$ cat src/rtl/task_injector_pkg.sv
// Shared types and constants for the task packetizer.
package task_injector_pkg;

  localparam logic [31:0] TASK_ALLOCATION = 32'h40;
  localparam int unsigned HDR_WORDS       = 4;

  typedef enum logic [3:0] {
    StIdle,
    StCapture,
    StSendTarget,
    StSendSize,
    StSendService,
    StSendHdr,
    StSendBin,
`ifdef TASK_PACKETIZER_CSUM_EN
    StSendCsum,
`endif
    StDone
  } state_e;

endpackage

$ cat src/rtl/task_packetizer.sv
// Turns an upstream task stream (4 header words + binary) into a NoC packet.
// Define TASK_PACKETIZER_CSUM_EN to append an XOR checksum flit.
module task_packetizer
  import task_injector_pkg::*;
#(
  parameter int unsigned          FLIT_SIZE = 32,
  parameter logic [FLIT_SIZE-1:0] SERVICE   = FLIT_SIZE'(TASK_ALLOCATION)
) (
  input  logic                 clk_i,
  input  logic                 rst_ni,
  input  logic                 rx_i,
  output logic                 credit_o,
  input  logic [FLIT_SIZE-1:0] data_i,
  input  logic [15:0]          target_i,
  output logic                 tx_o,
  input  logic                 credit_i,
  output logic [FLIT_SIZE-1:0] data_o,
  output logic                 busy_o,
  output logic                 done_o
);

  state_e               state_q, state_d;
  logic [FLIT_SIZE-1:0] hdr_q [HDR_WORDS];
  logic [FLIT_SIZE-1:0] hdr_d [HDR_WORDS];
  logic [15:0]          target_q, target_d;
  logic [1:0]           idx_q, idx_d;
  logic [31:0]          cnt_q, cnt_d;
  logic [31:0]          sum_sizes;
  logic [31:0]          n_words;
  logic [31:0]          size_flit;
  state_e               after_bin;

`ifdef TASK_PACKETIZER_CSUM_EN
  logic [FLIT_SIZE-1:0] csum_q, csum_d;
  assign size_flit = 32'(HDR_WORDS) + n_words + 32'd1;
  assign after_bin = StSendCsum;
`else
  assign size_flit = 32'(HDR_WORDS) + n_words;
  assign after_bin = StDone;
`endif

  // Binary length in words: (text + data) bytes, wrapping, low bits dropped.
  assign sum_sizes = hdr_q[0][31:0] + hdr_q[1][31:0];
  assign n_words   = sum_sizes >> 2;

  assign busy_o = (state_q != StIdle);
  assign done_o = (state_q == StDone);

  always_comb begin
    state_d  = state_q;
    hdr_d    = hdr_q;
    target_d = target_q;
    idx_d    = idx_q;
    cnt_d    = cnt_q;
`ifdef TASK_PACKETIZER_CSUM_EN
    csum_d   = csum_q;
`endif
    credit_o = 1'b0;
    tx_o     = 1'b0;
    data_o   = '0;

    unique case (state_q)
      StIdle: begin
        credit_o = 1'b1;
`ifdef TASK_PACKETIZER_CSUM_EN
        csum_d   = '0;
`endif
        if (rx_i) begin
          hdr_d[0] = data_i;
          target_d = target_i;
          idx_d    = 2'd1;
`ifdef TASK_PACKETIZER_CSUM_EN
          csum_d   = data_i;
`endif
          state_d  = StCapture;
        end
      end
      StCapture: begin
        credit_o = 1'b1;
        if (rx_i) begin
          hdr_d[idx_q] = data_i;
`ifdef TASK_PACKETIZER_CSUM_EN
          csum_d       = csum_q ^ data_i;
`endif
          if (idx_q == 2'd3) begin
            idx_d   = 2'd0;
            // hdr[0] and hdr[1] are already registered here
            cnt_d   = n_words;
            state_d = StSendTarget;
          end else begin
            idx_d = idx_q + 2'd1;
          end
        end
      end
      StSendTarget: begin
        tx_o   = 1'b1;
        data_o = FLIT_SIZE'(target_q);
        if (credit_i) state_d = StSendSize;
      end
      StSendSize: begin
        tx_o   = 1'b1;
        data_o = FLIT_SIZE'(size_flit);
        if (credit_i) state_d = StSendService;
      end
      StSendService: begin
        tx_o   = 1'b1;
        data_o = SERVICE;
        if (credit_i) state_d = StSendHdr;
      end
      StSendHdr: begin
        tx_o   = 1'b1;
        data_o = hdr_q[idx_q];
        if (credit_i) begin
          idx_d = idx_q + 2'd1;
          if (idx_q == 2'd3) state_d = (cnt_q == 32'd0) ? after_bin : StSendBin;
        end
      end
      StSendBin: begin
        tx_o     = rx_i;
        credit_o = credit_i;
        data_o   = data_i;
        if (rx_i && credit_i) begin
          cnt_d = cnt_q - 32'd1;
`ifdef TASK_PACKETIZER_CSUM_EN
          csum_d = csum_q ^ data_i;
`endif
          if (cnt_q == 32'd1) state_d = after_bin;
        end
      end
`ifdef TASK_PACKETIZER_CSUM_EN
      StSendCsum: begin
        tx_o   = 1'b1;
        data_o = csum_q;
        if (credit_i) state_d = StDone;
      end
`endif
      StDone: begin
        state_d = StIdle;
      end
      default: begin
        state_d = StIdle;
      end
    endcase
  end

  always_ff @(posedge clk_i) begin
    if (!rst_ni) begin
      state_q  <= StIdle;
      hdr_q    <= '{default: '0};
      target_q <= '0;
      idx_q    <= '0;
      cnt_q    <= '0;
`ifdef TASK_PACKETIZER_CSUM_EN
      csum_q   <= '0;
`endif
    end else begin
      state_q  <= state_d;
      hdr_q    <= hdr_d;
      target_q <= target_d;
      idx_q    <= idx_d;
      cnt_q    <= cnt_d;
`ifdef TASK_PACKETIZER_CSUM_EN
      csum_q   <= csum_d;
`endif
    end
  end

endmodule

$ cat config.mk
export PLATFORM = sky130hd
export DESIGN_NAME = task_packetizer
export DESIGN_NICKNAME = d
export VERILOG_FILES = /design/src/rtl/task_injector_pkg.sv /design/src/rtl/task_packetizer.sv
export SDC_FILE = /design/constraint.sdc
export NUM_CORES = 1
export LEC_CHECK = 0
export BUFFER_PORTS_ARGS = -buffer_cell sky130_fd_sc_hd__buf_4
export CAP_MARGIN = 20
export CORE_MARGIN = 3
export CORE_UTILIZATION = 65
export CTS_CLUSTER_SIZE = 25
export DETAILED_ROUTE_END_ITERATION = 16
export PLACE_DENSITY = 0.85
export SLEW_MARGIN = 5
export SYNTH_ARGS = -nofsm -noshare
export SYNTH_HDL_FRONTEND = slang
export SYNTH_SLANG_ARGS = --single-unit
$ cat constraint.sdc
create_clock -name clk_i -period 10.85 [get_ports clk_i]
set_input_delay 0.5425 -clock clk_i [delete_from_list [all_inputs] [get_ports clk_i]]
set_output_delay 0.5425 -clock clk_i [all_outputs]
set_load 0.05 [all_outputs]
== Yosys cells after proc, flatten, opt, wreduce, memory -nomap -nowiden ==
Cells that the tools add are included.

* Bits in registers: 182
* Latch bits: 0
* Memory bits (writable): 0
* ROM bits: 0
* Output and inout port bits: 36
* Logic and storage cells: 83
* Memories kept: 0

* $add $sub $neg: 4
* Multiply operators: 0
* Divide/modulo/power cells: 0
* $lt $le $gt $ge: 2
* Equal/unequal tests: 19
* Shift-type cells: 0
* Multiplexer cells: 33
* Bitwise operators: 1
* Reductions and logical operators: 16

{| class="wikitable"
|+ Operators with widths
! operator !! number
|-
| $mux W32 || 7
|-
| $pmux W32 S5 || 1
|-
| $bwmux W128 || 1
|-
| $mux W128 || 1
|-
| $pmux W32 S2 || 2
|-
| $bmux W32 S2 || 1
|-
| $demux W32 S2 || 1
|-
| $mux W4 || 10
|-
| $add A32 B32 Y32 || 1
|-
| $eq A32 B1 Y1 const B || 1
|-
| $logic_not A32 Y1 || 1
|-
| $sub A32 B1 Y32 const B || 1
|-
| $add A3 B30 Y31 const A || 1
|-
| $pmux W4 S7 || 1
|-
| $ne A2 B2 Y1 const B || 10
|-
| $eq A4 B3 Y1 const B || 4
|-
| $reduce_and A10 Y1 || 1
|-
| $eq A4 B2 Y1 const B || 2
|-
| $mux W2 || 4
|-
| $reduce_and A4 Y1 || 2
|-
| $pmux W2 S3 || 1
|-
| $eq A4 B1 Y1 const B || 1
|-
| $logic_not A4 Y1 || 1
|-
| $pmux W1 S2 || 2
|-
| 14 further kinds || 17
|}

== Longest topological paths before layout ==
Gate-level depths: netlist (run 1).

* Depth in word-level cells: 8
* Gate-level depth with buffers: 13
* Mapped depth without buffers: 12

== Least setup slack after synthesis (run 1) ==
Ideal clock, no wire load.

* Kind: register to output
* Start point: reg hdr_q[83] (netlist name)
* End point: out data_o[30]
* Arrival: 4.099 ns
* Data required time: 10.307 ns
* Setup slack: 6.208 ns
* Cell stages (with the launch flop): 12
* Path buffers: 1
* Cells stage by stage: dfxtp_1 -> ha_1 -> buf_6 -> and3_1 -> and2_4 -> a211o_1 -> a221o_1 -> o21a_1 -> or4_4 -> nor4b_1 -> nand4_1 -> o21ai_0

* Word-level cells in the longest chain between the ends: 3

{| class="wikitable"
|+ RTL lines
! item !! RTL line !! RTL
|-
| start: declaration || task_packetizer.sv:23 || <nowiki>logic [FLIT_SIZE-1:0] hdr_q [HDR_WORDS];</nowiki>
|-
| start signal: assignment || task_packetizer.sv:158 || <nowiki>hdr_q <= hdr_d;</nowiki>
|-
| $add A32 B32 Y32 || task_packetizer.sv:43 || <nowiki>assign sum_sizes = hdr_q[0][31:0] + hdr_q[1][31:0];</nowiki>
|-
| $add A3 B30 Y31 || task_packetizer.sv:38 || <nowiki>assign size_flit = 32'(HDR_WORDS) + n_words;</nowiki>
|-
| $pmux W32 S5 || task_packetizer.sv:62 || <nowiki>unique case (state_q)</nowiki>
|-
| end: declaration || task_packetizer.sv:17 || <nowiki>output logic [FLIT_SIZE-1:0] data_o,</nowiki>
|}

No other way between the ends.

== Final worst setup path (run 1) ==
* Start point: reg hdr_q[66] (netlist name)
* End point: out data_o[29]

The elaborated chain is that of the path after synthesis.

==> results of run 1 <==
-- cell families after synthesis --
group	count (synthesis)	share of synthesized area, %
buffers and inverters	124	4.30
flip-flops	181	32.2
XOR/XNOR	50	3.89
AND/OR/NAND/NOR	586	22.7
adder cells (fa/ha/maj)	41	4.56
multiplexers	49	8.08
AO/OA/AOI/OAI	437	24.3
-- stage by stage --
step	setup slack, ns	hold WS (ns)	total power (W)	cell area (µm²)	utilization (%)
finish	5.79	0.339	0.00207	12500	74.8
global route	5.46	0.337	0.00216	12500	74.8
CTS	5.87	0.333	0.00205	12500	74.7
detailed placement	6.42	0.448	0.00145	11900	71.2
global placement	6.50	0.440	0.00144	11900	71.2
floorplan	6.21	0.432	0.00125	11300	-
-- layer usage --
metal,track usage [%],vias to the layer above
li1,-,5267
met3,8.14,93
met4,14.5,0
met2,55.9,734
met1,52.0,5461
met5,0,-
-- cell usage in the layout, fill, tap and decap left out, types with 32 or more instances in the layout --
cell | synthesis | layout
xnor2_1 | 33 | 33
o21ai_0 | 82 | 82
ha_1 | 41 | 41
a21boi_0 | 57 | 57
nand2_1 | 356 | 356
a21oi_1 | 155 | 155
nor2_1 | 87 | 87
buf_4 | 0 | 102
mux4_2 | 32 | 32
dfxtp_1 | 181 | 180
a22oi_1 | 39 | 39
-- worst max-delay path by stage --
stage                            end  slack (ns)  cells after the start
after CTS                 data_o[29]        5.87                     12
after floorplan           data_o[30]        6.21                     11
after global placement    data_o[28]        6.50                     12
after detailed placement  data_o[28]        6.42                     12
after global routing      data_o[29]        5.46                     12
final                     data_o[29]        5.79                     12
-- state kept, by name, summed over array words and instances, names as in the netlist --
name and count:
target_q 16, idx_q 2, hdr_q 128, cnt_q 32, state_q 3
-- critical path: cells and delay by family, from the launching register on --
family / cells / cell delay [ns]
AO/OA/AOI/OAI: 3 / 0.90
XOR/XNOR: 1 / 0.50
adder cells (fa/ha/maj): 1 / 0.35
buffers and inverters: 1 / 0.19
flip-flops: 1 / 0.33
AND/OR/NAND/NOR: 6 / 1.80
-- power breakdown --
part	internal [W]	switching (W)	total, W
combinational	0.000243	0.000460	0.000704
clock	0.000311	0.000301	0.000612
sequential	0.000714	0.0000391	0.000753
-- layout make-up --
type	instances	area, µm²	area share, %
flip-flops and latches	181	3620	28.9
inverters	24	91.3	0.728
multi-input cells	1163	7170	57.2
clock inverters	14	145	1.16
well taps	220	275	2.20
clock buffers	18	439	3.50
repair buffers	103	793	6.33
-- cell usage after synthesis (3+ instances only) --
master       n
nand2_1    356
dfxtp_1    181
a21oi_1    155
clkbuf_1    88
nor2_1      87
o21ai_0     82
a21boi_0    57
ha_1        41
a22oi_1     39
xnor2_1     33
mux4_2      32
inv_1       23
nand3_1     21
nor3_1      21
nand4_1     17
xor2_1      17
and2_1      16
and3_1      15
mux2_2      15
o22ai_1     14
a21o_1      12
nor4_1      12
a211oi_1    10
or3_1        9
a31oi_1      8
buf_1        7
o21a_1       7
a311oi_1     6
or2_2        6
o2111ai_1    5
a22o_1       4
and4_1       4
nand2b_1     4
o21ai_1      4
or4_1        4
a221oi_1     3
buf_2        3
nor2b_1      3
o211ai_1     3
o21bai_1     3
o31ai_1      3
==> flow_summary.json, run 1 <==
{
  "die_area_um2": 18900,
  "fin_cells": 1723,
  "clk_pin_slew_ns": 0.08,
  "gp_congestion": 0.995,
  "ctsRootBufferMaster": "clkbuf_16",
  "relSlewSlack_pct": 27.0,
  "grt_pass1_wl_um": 55500,
  "end_kind": "primary output",
  "rsz0062_at_grt": "false",
  "ys_seq_area_share_pct": 32.2,
  "ys_warn_count": 0,
  "antenna_cells": 0,
  "ant_nets": 0,
  "synth_edf_count": 0,
  "cts_resized": 0,
  "wl_met2_um": 15300,
  "status": "finished, final reports clean",
  "async_flop_share_pct": 0,
  "firstDrtPassIters": 6,
  "crit_fanout": 7,
  "core_um2": 16800,
  "avgSynthCellArea_um2": 7.67,
  "peakVddDrop_mv": 0.231,
  "yosys.area.top_type": "dfxtp_1",
  "top_layer": "met4",
  "cp_cell_sequence": "ha_1, o21ai_1, a221oi_4, nor2_1, xnor2_1, nand4_1, nor2_1, nand4_1, nor4_1, nand3_1, a31o_2, buf_4",
  "yosysUniqueCellTypes": 70,
  "synthesis.area_um2": 11300,
  "synth.top_cells.by_area": "dfxtp_1 32%, nand2_1 12%, a21oi_1 6.9%, mux4_2 6.4%, ha_1 4.6%",
  "met3_length_um": 4150,
  "cts_sinks": 181,
  "critPathLaunch": "hdr_q[66]$_SDFFE_PN0P_",
  "period_minus_slack_ns": 5.06,
  "maxCapViolCount": 0,
  "hold_viol": 0,
  "start_util_pct": 67.2,
  "synthFlopType": "dfxtp_1",
  "grt_overflow": 0,
  "cts_buffer_depth": 2,
  "vias": 11600,
  "hold_class": "input pin to flip-flop",
  "cts_setup_buffers": 0,
  "floorplan.io_pins": 88,
  "r2r_cells": 11,
  "min_to": "target_q[9]$_SDFFE_PN0P_",
  "gr-usage-all-layers_pct": 37.1,
  "critPathMaxStageDelay_ns": 0.55,
  "r2r-start": "hdr_q[71]$_SDFFE_PN0P_",
  "io_buffers": 87,
  "cts_hold_buf": 0,
  "fmax_mhz": 198,
  "setup-violations-final": 0,
  "critPathArrivalTime_ns": 4.52,
  "tns_ns": 0,
  "num_rows": 47,
  "die_h_um": 138,
  "place_hpwl_um": 22700,
  "whs_path_depth": 3,
  "layout-drive-gt1-share_pct": 13.8,
  "p_per_area_nw_per_um2": 165,
  "drt_iter0_drc": 1486,
  "critPathSlowestCell": "nor4_1",
  "clk_latency_ns": 0.44,
  "fillers": 1343,
  "skew_ns": 0.0128,
  "ys_seq_elements": 181,
  "synth_top_area_share_pct": 32.2,
  "wl_per_cell_um": 20.2,
  "cts_buffers": 17,
  "grt_max_degree": 110,
  "cp-start-kind": "flip-flop",
  "cts_htree_levels": 4,
  "antenna_found_initial": 0,
  "wirelength_um": 34900,
  "worst_pin_slew_ns": 1.09,
  "min_from": "target_i[9]",
  "worstReg2RegEnd": "cnt_q[29]$_SDFFE_PN0P_",
  "leakagePower_nw": 4.68,
  "post-route-period-util_pct": 46.6,
  "syn_inst": 1468,
  "required_ns": 10.31,
  "drc": 0,
  "die_x_um": 138,
  "crit_type": "flip-flop to primary output",
  "fin_nets": 1583,
  "slew_violations": 0,
  "grt_pass1_vias": 10600,
  "r2r_setup_slack_ns": 7.49,
  "syn-num-nets": 1561,
  "viasPerCell": 6.71,
  "area_delta_synth_final_pct": 11.3,
  "cts_tree": "done",
  "place_inst": 1690,
  "wl_met1_um": 14300
}
(Power assumes the default switching activity.)
==> run 2, diff against run 1 <==
--- a/config.mk
+++ b/config.mk
@@ -5,13 +5,14 @@
 export SDC_FILE = /design/constraint.sdc
 export NUM_CORES = 1
 export LEC_CHECK = 0
+export ABC_AREA = 1
 export BUFFER_PORTS_ARGS = -buffer_cell sky130_fd_sc_hd__buf_4
 export CAP_MARGIN = 20
 export CORE_MARGIN = 3
-export CORE_UTILIZATION = 65
+export CORE_UTILIZATION = 56
 export CTS_CLUSTER_SIZE = 25
 export DETAILED_ROUTE_END_ITERATION = 16
-export PLACE_DENSITY = 0.85
+export PLACE_DENSITY = 0.78
 export SLEW_MARGIN = 5
 export SYNTH_ARGS = -nofsm -noshare
 export SYNTH_HDL_FRONTEND = slang
==> constraint.sdc (replaced) <==
create_clock -name clk_i -period 4.51 [get_ports clk_i]
set_input_delay 0.2255 -clock clk_i [delete_from_list [all_inputs] [get_ports clk_i]]
set_output_delay 0.2255 -clock clk_i [all_outputs]
set_load 0.05 [all_outputs]
==> run 2 against run 1 <==
Flip-flop and latch count unchanged. Worst hold slack worse by 0.33 ns. Sequential power rose to 2.7 times the previous value. Setup slack worse by 5.0 ns. Total power rose to 3.2 times the previous value. Cell area rose by 11%. Synthesized area is 10% higher. Cell count is 36% higher. Register-to-register slack lost 6.2 ns. Synthesized cell count rose by 38%. Clock power grew to 2.5 times the previous value. Combinational power rose to 4.4 times the previous value. Critical endpoint is now data_o[24].
==> flow_summary.json, run 2 <==
{
  "status": "finished, final reports clean",
  "clk_latency_ns": 0.45,
  "hold_viol": 0,
  "wl_per_cell_um": 16.7,
  "top_regs": "hdr_q x128, cnt_q x32, target_q x16",
  "skew_ns": 0.0200,
  "multi_input_area_um2": 7310,
  "yosysUniqueCellTypes": 49,
  "cts_sinks": 181,
  "yosysMostFrequentCell": "nand2_1",
  "r2r_setup_slack_ns": 1.33,
  "slew_violations": 0,
  "die_area_um2": 24000,
  "viasPerCell": 5.70,
  "grt_overflow": 0,
  "post-route-period-util_pct": 82.0,
  "start_util_pct": 57.9,
  "num_rows": 53,
  "combPwrFrac_pct": 46.4,
  "seqCellArea_um2": 3620,
  "vias": 13400,
  "area_delta_synth_final_pct": 11.8,
  "p_int_w": 0.00351,
  "firstDrtPassIters": 6,
  "r2r_cells": 17,
  "cts_htree_levels": 4,
  "peakVddDrop_mv": 0.285,
  "final_util_pct": 64.7,
  "period_minus_slack_ns": 3.70,
  "tns_ns": 0,
  "drt_iter0_drc": 1336,
  "async_flop_share_pct": 0,
  "gr-usage-all-layers_pct": 32.2,
  "required_ns": 4.28,
  "whs_ns": 0.0121,
  "p_per_area_nw_per_um2": 483,
  "die_h_um": 155,
  "avgSynthCellArea_um2": 6.13,
  "cts_tree": "done",
  "ys_seq_elements": 181,
  "min_to": "target_q[13]$_SDFFE_PN0P_",
  "seqPwrFrac_pct": 30.3,
  "antenna_found_initial": 0,
  "syn_inst": 2024,
  "syn-num-nets": 2117,
  "critPathLaunch": "hdr_q[99]$_SDFFE_PN0P_",
  "core_um2": 21400,
  "regMostFlops": "hdr_q",
  "p_clk_share_pct": 23.2,
  "grt_pass1_wl_um": 62800,
  "largest_reg_flops": 128,
  "synth_top_area_share_pct": 29.2,
  "crit_type": "flip-flop to primary output",
  "antenna_cells": 0,
  "worstReg2RegEnd": "cnt_q[11]$_SDFFE_PN0P_",
  "r2r-start": "state_q[1]$_SDFFE_PN0P_",
  "cts_buffers": 17,
  "wirelength_um": 39200,
  "fmax_mhz": 270,
  "layout_common_cells": "481 x nand2_1, 288 x inv_1, 204 x a21oi_1",
  "io_buffers": 87,
  "end_kind": "primary output",
  "cp-start-kind": "flip-flop",
  "grt_max_degree": 69,
  "grt_pass1_vias": 12100,
  "setup-violations-final": 0,
  "critPathArrivalTime_ns": 3.47,
  "hold_class": "input pin to flip-flop",
  "ctsRootBufferMaster": "clkbuf_16",
  "gp_congestion": 0.994,
  "synthesis.area_um2": 12400,
  "place_hpwl_um": 28400,
  "ys_seq_area_share_pct": 29.2,
  "cts_setup_buffers": 0,
  "ant_nets": 0,
  "worst_pin_slew_ns": 0.843,
  "maxCapViolCount": 0,
  "p_switching_w": 0.00318,
  "fillers": 2060,
  "rsz0062_at_grt": "false",
  "leakagePower_nw": 6.27,
  "cts_buffer_depth": 2,
  "synth_edf_count": 0,
  "layout_commonest_cell": "nand2_1",
  "p_sw_share_pct": 47.5,
  "yosys.area.top_type": "dfxtp_1",
  "fin_nets": 2152,
  "ys_warn_count": 0,
  "synth_common_cells": "483 x nand2_1, 289 x inv_1, 204 x a21oi_1",
  "relSlewSlack_pct": 43.7,
  "whs_path_depth": 3,
  "drc": 0,
  "layout-drive-gt1-share_pct": 10.1,
  "synth.top_cells.by_area": "dfxtp_1 29%, nand2_1 15%, inv_1 8.7%, a21oi_1 8.2%, o21ai_0 8.1%",
  "floorplan.io_pins": 88,
  "die_x_um": 155,
  "clk_pin_slew_ns": 0.08,
  "crit_fanout": 6,
  "min_from": "target_i[13]",
  "synthFlopType": "dfxtp_1"
}
## run 2: cell types whose count changed in the layout (fill, tap and decap cells not counted), moves of 21 or more
cell / previous run / this run
o21ai_0: 82 / 200
inv_1: 23 / 288
nand2_2: 0 / 21
nor2_1: 87 / 174
a21oi_1: 155 / 204
mux4_2: 32 / 0
a22oi_1: 39 / 0
a21boi_0: 57 / 1
xnor2_1: 33 / 3
nand2_1: 356 / 481
nand3_1: 20 / 125
o211ai_1: 3 / 40
## run 2: cells by family after synthesis
logic type      after synthesis  share of synthesized area [%]
simple gates                899                           31.6
xor+xnor                     11                          0.837
flops                       181                           29.2
buf+inv                     392                           11.9
compound gates              500                           22.3
fa+ha+maj                    41                           4.13
## run 2: cell type report
cell class | instances | share of cell area, %
clock buffer | 17 | 3.07
sequential | 181 | 26.1
tap | 275 | 2.48
inverter | 300 | 8.12
timing repair buffer | 108 | 6.06
clock inverter | 15 | 1.41
multi-input combinational | 1451 | 52.7
## run 2: repair_timing
item                                   4_1_cts  5_1_grt
resized for setup                            0        0
endpoints found under the hold margin        2        0
hold buffers                                 2        0
## run 2: layer usage
metal  wire, µm  up-vias  track usage (%)
li1           -     6667                -
met1      17900     6051             47.5
met2      17100      598             49.3
met3       3520       54             5.06
met4        679        0             7.86
met5          0        -                0
## run 2: worst max-delay path, stage by stage (launching register included)
cell     delay, ns
dfxtp_1       0.34
ha_1          0.39
nand2_1       0.07
nand2_1       0.11
inv_1         0.08
nand2_4       0.10
xor2_2        0.26
ha_1          0.22
nand3_1       0.13
nor2_2        0.14
nand2_1       0.09
nor2_2        0.13
nand2_4       0.10
nor2_1        0.20
nand3_1       0.11
nand2_1       0.08
nand3_1       0.16
nand2_1       0.13
buf_4         0.20
## run 2: through the flow
| stage | total power (W) | worst slack (ns) | cell area [µm²] | std cells |
|---|---|---|---|---|
| floorplan | 0.00420 | 1.70 | 12400 | 2024 |
| global placement | 0.00504 | 1.44 | 13200 | 2311 |
| detailed placement | 0.00508 | 1.34 | 13200 | 2311 |
| CTS | 0.00664 | 0.867 | 13800 | 2345 |
| global route | 0.00711 | 0.506 | 13900 | 2347 |
| finish | 0.00670 | 0.813 | 13900 | 2347 |
## run 2: power groups by stage
stage | logic, W | registers [W] | clock network (W)
after floorplan | 0.00220 | 0.00199 | 0
after global placement | 0.00299 | 0.00205 | 0
after detailed placement | 0.00301 | 0.00206 | 0
after CTS | 0.00304 | 0.00203 | 0.00157
after global routing | 0.00341 | 0.00206 | 0.00163
final | 0.00311 | 0.00203 | 0.00155
## run 2: worst max-delay path by stage
stage	end	slack, ns	cells after the start
2_1_floorplan	data_o[10]	1.70	13
3_3_place_gp	data_o[24]	1.44	19
3_5_place_dp	data_o[24]	1.34	19
4_1_cts	data_o[24]	0.87	18
5_1_grt	data_o[24]	0.51	18
6_report	data_o[24]	0.81	18
